==> src/rtl/sync_rx_decoder.sv <==
// Receive side of the MULTI-mode sync byte: frame check, link lock/timeout FSM, shooter arbitration.
// Define SYNC_RX_STATS_EN to add the err_total / drop_total statistics outputs.
package game_pkg;
    typedef enum logic [1:0] {
        IDLE  = 2'd0,
        START = 2'd1,
        PLAY  = 2'd2,
        OVER  = 2'd3
    } g_state;
endpackage

module sync_rx_decoder
    import game_pkg::*;
#(
    parameter int TIMEOUT_CYCLES = 6_500_000,
    parameter int LOCK_COUNT     = 4,
    parameter int ERR_LIMIT      = 3
) (
    input  logic         clk,
    input  logic         rst,
    sync_rx_if.slave     rx,
    input  g_state       game_state,
    input  logic         local_left_clicked,
    output logic         connect_corrected,
    output logic         game_starts,
    output logic         enemy_shooter,
    output logic         remote_click,
    output logic         frame_err
`ifdef SYNC_RX_STATS_EN
    ,
    output logic [15:0]  err_total,
    output logic [7:0]   drop_total
`endif
);

    localparam int TW = (TIMEOUT_CYCLES > 1) ? $clog2(TIMEOUT_CYCLES) : 1;
    localparam int LW = $clog2(LOCK_COUNT + 1);
    localparam int EW = $clog2(ERR_LIMIT + 1);
    localparam logic [TW-1:0] T_MAX = TW'(TIMEOUT_CYCLES - 1);

    localparam logic [1:0] LINK_DOWN = 2'd0;
    localparam logic [1:0] LOCKING   = 2'd1;
    localparam logic [1:0] LINK_UP   = 2'd2;

    logic [1:0]    state_q, state_d;
    logic [TW-1:0] tcnt_q, tcnt_d;
    logic [LW-1:0] lock_q, lock_d, lock_inc;
    logic [EW-1:0] err_q, err_d, err_inc;
    logic          start_bit_q, start_bit_d;
    logic          click_prev_q, click_prev_d;
    logic          game_starts_q, game_starts_d;
    logic          remote_click_q, remote_click_d;
    logic          frame_err_q, frame_err_d;
    logic          enemy_q, enemy_d;
    logic          decided_q, decided_d;
    g_state        prev_gs_q;

    logic frame_ok, valid_frame, invalid_frame, timeout, leaving_up, arm;

    assign frame_ok      = rx.rx_data[3] && (rx.rx_data[5:4] == 2'b00) && (rx.rx_data[2:0] == 3'b000);
    assign valid_frame   = rx.rx_valid && frame_ok;
    assign invalid_frame = rx.rx_valid && !frame_ok;
    assign timeout       = (tcnt_q == T_MAX);
    assign lock_inc      = lock_q + 1'b1;
    assign err_inc       = err_q + 1'b1;

    always_comb begin
        state_d = state_q;
        lock_d  = lock_q;
        err_d   = err_q;
        case (state_q)
            LINK_DOWN: begin
                if (valid_frame) begin
                    lock_d  = LW'(1);
                    state_d = (LOCK_COUNT == 1) ? LINK_UP : LOCKING;
                end
            end
            LOCKING: begin
                if (valid_frame) begin
                    lock_d = lock_inc;
                    if (lock_inc == LW'(LOCK_COUNT)) state_d = LINK_UP;
                end else if (invalid_frame || timeout) begin
                    state_d = LINK_DOWN;
                    lock_d  = '0;
                end
            end
            LINK_UP: begin
                if (valid_frame) begin
                    err_d = '0;
                end else begin
                    // An invalid frame does not reset the timeout, so both can drop the link together.
                    if (invalid_frame) err_d = err_inc;
                    if ((invalid_frame && err_inc == EW'(ERR_LIMIT)) || timeout) state_d = LINK_DOWN;
                end
            end
            default: begin
                state_d = LINK_DOWN;
                lock_d  = '0;
                err_d   = '0;
            end
        endcase
        if (state_q == LINK_UP && state_d != LINK_UP) begin
            err_d  = '0;
            lock_d = '0;
        end
    end

    assign leaving_up = (state_q == LINK_UP) && (state_d != LINK_UP);
    assign arm        = ((game_state == START) && (prev_gs_q != START)) || leaving_up;

    always_comb begin
        tcnt_d         = valid_frame ? '0 : (timeout ? tcnt_q : tcnt_q + 1'b1);
        frame_err_d    = invalid_frame;
        start_bit_d    = valid_frame ? rx.rx_data[6] : start_bit_q;
        game_starts_d  = (state_d == LINK_UP) && start_bit_d;
        remote_click_d = valid_frame && rx.rx_data[7] && !click_prev_q && (state_q == LINK_UP);
        if (state_d == LINK_DOWN)  click_prev_d = 1'b0;
        else if (valid_frame)      click_prev_d = rx.rx_data[7];
        else                       click_prev_d = click_prev_q;

        enemy_d   = enemy_q;
        decided_d = decided_q;
        if (arm) begin
            enemy_d   = 1'b0;
            decided_d = 1'b0;
        end else if (game_state == START && !decided_q) begin
            // Local click wins a same-cycle tie.
            if (local_left_clicked) begin
                enemy_d   = 1'b0;
                decided_d = 1'b1;
            end else if (remote_click_d) begin
                enemy_d   = 1'b1;
                decided_d = 1'b1;
            end
        end
    end

    always_ff @(posedge clk or posedge rst) begin
        if (rst) begin
            state_q        <= LINK_DOWN;
            tcnt_q         <= '0;
            lock_q         <= '0;
            err_q          <= '0;
            start_bit_q    <= 1'b0;
            click_prev_q   <= 1'b0;
            game_starts_q  <= 1'b0;
            remote_click_q <= 1'b0;
            frame_err_q    <= 1'b0;
            enemy_q        <= 1'b0;
            decided_q      <= 1'b0;
            prev_gs_q      <= IDLE;
        end else begin
            state_q        <= state_d;
            tcnt_q         <= tcnt_d;
            lock_q         <= lock_d;
            err_q          <= err_d;
            start_bit_q    <= start_bit_d;
            click_prev_q   <= click_prev_d;
            game_starts_q  <= game_starts_d;
            remote_click_q <= remote_click_d;
            frame_err_q    <= frame_err_d;
            enemy_q        <= enemy_d;
            decided_q      <= decided_d;
            prev_gs_q      <= game_state;
        end
    end

    assign connect_corrected = (state_q == LINK_UP);
    assign game_starts       = game_starts_q;
    assign enemy_shooter     = enemy_q;
    assign remote_click      = remote_click_q;
    assign frame_err         = frame_err_q;

`ifdef SYNC_RX_STATS_EN
    logic [15:0] err_total_q, err_total_d;
    logic [7:0]  drop_total_q, drop_total_d;

    always_comb begin
        err_total_d  = (invalid_frame && err_total_q != 16'hFFFF) ? err_total_q + 16'd1 : err_total_q;
        drop_total_d = (leaving_up && drop_total_q != 8'hFF) ? drop_total_q + 8'd1 : drop_total_q;
    end

    always_ff @(posedge clk or posedge rst) begin
        if (rst) begin
            err_total_q  <= '0;
            drop_total_q <= '0;
        end else begin
            err_total_q  <= err_total_d;
            drop_total_q <= drop_total_d;
        end
    end

    assign err_total  = err_total_q;
    assign drop_total = drop_total_q;
`endif

endmodule
==> src/rtl/sync_rx_if.sv <==
// Byte stream from the UART receiver into the sync decoder.
interface sync_rx_if;
    logic [7:0] rx_data;
    logic       rx_valid;

    modport master (output rx_data, output rx_valid);
    modport slave  (input  rx_data, input  rx_valid);
endinterface

==> src/flat_wrapper.sv <==
// flat-port wrapper written by rule: the top's interface ports become plain ports
module sync_rx_decoder_flat import game_pkg::*;
#(
    parameter int TIMEOUT_CYCLES = 6_500_000,
    parameter int LOCK_COUNT     = 4,
    parameter int ERR_LIMIT      = 3
)
  (clk, rst, game_state, local_left_clicked, connect_corrected, game_starts, enemy_shooter, remote_click, frame_err, rx_rx_data, rx_rx_valid);
  sync_rx_if rx_i ();
  input  logic clk;
  input  logic rst;
  input  g_state game_state;
  input  logic local_left_clicked;
  output logic connect_corrected;
  output logic game_starts;
  output logic enemy_shooter;
  output logic remote_click;
  output logic frame_err;
  input wire logic [$bits(rx_i.rx_data)-1:0] rx_rx_data;
  input wire logic [$bits(rx_i.rx_valid)-1:0] rx_rx_valid;
  assign rx_i.rx_data = rx_rx_data;
  assign rx_i.rx_valid = rx_rx_valid;
  sync_rx_decoder #(.TIMEOUT_CYCLES(TIMEOUT_CYCLES), .LOCK_COUNT(LOCK_COUNT), .ERR_LIMIT(ERR_LIMIT)) u_core (.clk(clk), .rst(rst), .rx(rx_i), .game_state(game_state), .local_left_clicked(local_left_clicked), .connect_corrected(connect_corrected), .game_starts(game_starts), .enemy_shooter(enemy_shooter), .remote_click(remote_click), .frame_err(frame_err));
endmodule
==> config.mk <==
export PLATFORM = sky130hd
export DESIGN_NAME = sync_rx_decoder_flat
export DESIGN_NICKNAME = d
export VERILOG_FILES = /design/src/rtl/sync_rx_decoder.sv /design/src/rtl/sync_rx_if.sv /design/src/flat_wrapper.sv
export SDC_FILE = /design/constraint.sdc
export NUM_CORES = 1
export LEC_CHECK = 0
export ABC_AREA = 1
export ABC_CLOCK_PERIOD_IN_PS = 3900
export CAP_MARGIN = 0
export CORE_AREA = 2 2 75 77
export CTS_CLUSTER_SIZE = 10
export DETAILED_ROUTE_END_ITERATION = 10
export DIE_AREA = 0 0 77 79
export GPL_ROUTABILITY_DRIVEN = 0
export PLACE_DENSITY_LB_ADDON = 0.05
export SLEW_MARGIN = 30
export SYNTH_ARGS = -nofsm -noshare
export SYNTH_HDL_FRONTEND = slang
export SYNTH_SLANG_ARGS = --single-unit
==> constraint.sdc <==
create_clock -name clk -period 3.9 [get_ports clk]
set_input_delay 0.39 -clock clk [delete_from_list [all_inputs] [get_ports clk]]
set_output_delay 0.39 -clock clk [all_outputs]
set_load 0.05 [all_outputs]
==> key figures <==
Logic synthesis
  • Synthesized Nets: between 300 and 400
  • Synth area leaders: dfrtp_1 (42%), nand2_1 (11%), inv_1 (7.0%), nor2_1 (6.0%), nand3_1 (4.1%)
  • Netlist cell types: 31
  • Avg Cell Area, Syn: 7.75 µm²
  • Cell accounting for the most synthesized area: dfrtp_1
  • Sequential area share after synthesis: between 40% and 50%
  • Ys Warns: 0
  • Mapped cell area: 0.00232 mm²
  • Mapped Cells: 299
  • Top-area cell type share of the netlist area: 42.1%
  • #FFs+latches synth: 39

STA
  • Clk_skew: between 0.003 and 0.004 ns
  • RSZ-0062 raised after global routing: false
  • Tmin final: 2.29 ns
  • Fin. max-slew vios: 0
  • FMAX: 0.437 GHz
  • Finish-stage setup viols: 0
  • Hold Vio Cnt, Final: 0
  • Final setup TNS: 0 ns
  • Setup ws final: between 1.5 and 2 ns
  • Rel. slew slack: between 60% and 70%
  • Final worst path period share: between 50% and 60%
  • Worst-margin pin slew: ~0.50 ns

Clocking
  • CTS resizes: 0
  • Clock Tree Buf Depth: 2
  • Clk Latency, worst-skew pair: between 0.2 and 0.3 ns
  • # H-tree levels: 2
  • Clock Tree Root: clkbuf_8
  • Clk sinks: 39
  • CTS tree: built
  • Hold Buf Count CTS: 0
  • Cts bufs inserted: 5
  • Post-CTS Setup Inserts: 0
  • Reg clk slew, reported paths: 0.07 ns

Route
  • Routed vias: just under 2k
  • M1 WL: 2240 µm
  • Pre-antenna DRT Iters: 4
  • Initial DRC Count: 100
  • Wirelength, routed: about 4800 µm
  • Drt wl/cell: about 12 µm
  • Routed Antenna Nets: 0
  • DR WL met3: approximately 150 µm
  • DR vias/cell: approximately 5
  • Top sig layer: met4
  • DRC errors left: 0
  • Routed length on met2: roughly 2300 µm

Critical path
  • Reg2reg path depth: 8
  • Req. time, crit path: ~3.5 ns
  • Buf/Inv on CP: 2
  • CP cell instances: nand2_1, inv_1, clkdlybuf4s50_1
  • Worst-path fanout max: 9
  • Crit. End Element: output port
  • Reg-to-reg slack, setup: around 2.2 ns
  • Delay-heaviest family, CP: buffers and inverters
  • Launching point of the worst reg2reg path: u_core.tcnt_q[0]
  • Critical-path cell with the highest stage delay: clkdlybuf4s50_1
  • Startpoint Class: flop
  • Worst EP arrival: around 1.9 ns
  • Setup CP Type: reg2out
  • Reg2reg end: u_core.tcnt_q[18]
  • Worst stage delay on the critical path: approximately 0.83 ns

GRT
  • Total GRT Usage: about 17%
  • Global-route wire length before repair: a little over 8000 µm
  • Vias in the first global route: around 1.8k
  • Initial antenna violation count: 0
  • GRT Residual Overflow: 0
  • Largest net degree at the start of global routing: 40

Job
  • Max-cap viol count: 0

Floorplanning
  • I/O pins: 19
  • Core area: 0.00534 mm²
  • Die area: 0.00608 mm²
  • Die height: between 70 and 80 µm
  • Die Width: slightly below 80 µm
  • Initial Util: between 40 and 50%
  • Row count: 27

Pwr
  • Leak: 1.32 nW
  • Sw frac: roughly a third
  • Clock network power share: between 20% and 30%
  • Final Total Pwr: approximately 1.1 mW
  • Internal Pwr Total: ~690 µW
  • Maximum vdd drop: ~0.00017 V
  • Sw power: between 300 and 400 µW
  • PwrDens: approximately 400 mW/mm²
  • Reg power frac: between 40 and 50%
  • Gate power share: between 20% and 30%

Placement
  • Setup slack at placement: 1.51 ns
  • Port Buffers: 18
  • Placed instance area: around 0.0026 mm²
  • Estimated wirelength of the detail-placed design: between 3000 and 4000 µm

Min path
  • Hold_sp: u_core.start_bit_q
  • HP Class: reg2reg
  • Worst hold stages: 2
  • Hold endpoint: u_core.start_bit_q

Layout
  • Share of layout cells above drive strength 1: 15.0%
  • Final Cell Area: about 0.0027 mm²
  • Commonest non-fill, non-tap cells in the layout: nand2_1 (66), inv_1 (43), dfrtp_1 (39)
  • Nets: around 340
  • Commonest non-fill, non-tap cell in the layout: nand2_1
  • N_diodes: 0
  • Layout Area Growth over Synthesis: 14.9%

Status
  • Status: completed
## power by group through the flow
stage	registers [mW]	logic [mW]	clock network, mW
detailed placement	0.538	0.258	0
CTS	0.530	0.260	0.294
global route	0.538	0.293	0.308
floorplan	0.521	0.203	0
global placement	0.537	0.256	0
finish	0.529	0.258	0.280
## state kept, by name (all words and copies together), names as in the netlist, 2 cells and up
name              count
u_core.err_q          2
u_core.prev_gs_q      2
u_core.tcnt_q        23
u_core.lock_q         3
u_core.state_q        2
## cell type report
cell class,instances,area [µm²]
Clock buffer,6,82.6
Timing Repair Buffer,19,188
Fill cell,571,2670
Clock inverter,1,5.00
Inverter,50,188
Sequential cell,39,976
Tap cell,72,90.1
Multi-Input combinational cell,206,1140
## synthesized netlist by cell type
| cell type | count |
|---|---|
| nand2_1 | 66 |
| inv_1 | 43 |
| dfrtp_1 | 39 |
| nor2_1 | 37 |
| nand3_1 | 19 |
| a21oi_1 | 14 |
| o21ai_0 | 9 |
| inv_2 | 7 |
| nor3_1 | 7 |
| nand2_2 | 5 |
| nand4_1 | 5 |
| nor2_4 | 5 |
| nor4_1 | 5 |
| ha_1 | 4 |
| nor2_2 | 4 |
| nor3_2 | 4 |
| buf_2 | 3 |
| nand2_4 | 3 |
| nand3_2 | 3 |
| nand3_4 | 2 |
| nor3_4 | 2 |
| o21ai_1 | 2 |
| o21ai_2 | 2 |
| xnor2_1 | 2 |
| a21boi_1 | 1 |
| a22oi_2 | 1 |
| a31oi_1 | 1 |
| clkbuf_1 | 1 |
| nor4_4 | 1 |
| or2_2 | 1 |
| xor2_1 | 1 |
## cells by family after synthesis
logic type               count (synthesis)  synth area share (%)
AO/OA/AOI/OAI                           30                  7.29
XOR/XNOR                                 3                  1.13
adder cells (fa/ha/maj)                  4                  2.16
AND/OR/NAND/NOR                        169                  38.4
flip-flops                              39                  42.1
buffers and inverters                   54                  8.90
## worst register-to-register path, cell delays in order (launching register included)
cell and delay [ns]:
dfrtp_1 0.36, ha_1 0.21, nand3_2 0.18, nor3_4 0.26, nand2_4 0.11, nor4_4 0.28, nand3_1 0.12, nand2_1 0.08
nor2_1 0.04
## through the flow
stage	cells	utilization, %	hold WS (ns)
floorplan	299	-	0.421
global placement	386	48.3	0.453
detailed placement	386	48.3	0.472
CTS	393	49.9	0.491
global route	393	49.9	0.515
finish	393	49.9	0.489
## routing by layer
layer | global-route usage, % | vias to the layer above
li1 | - | 994
met1 | 21.9 | 886
met2 | 30.1 | 41
met3 | 3.41 | 7
met4 | 6.25 | 0
met5 | 0 | -
## how the worst max path moves through the flow
stage | cells past startpoint | slack [ns] | end | from
final | 3 | 1.61 | connect_corrected | u_core.state_q[1]
after global routing | 3 | 1.51 | connect_corrected | u_core.state_q[1]
after CTS | 3 | 1.58 | connect_corrected | u_core.state_q[1]
after detailed placement | 11 | 1.51 | u_core.lock_q[2] | rx_rx_data[3]
after global placement | 11 | 1.55 | u_core.err_q[1] | rx_rx_data[3]
after floorplan | 10 | 2.37 | u_core.lock_q[0] | u_core.tcnt_q[0]
Note: power is estimated with default switching activity, not from simulation.
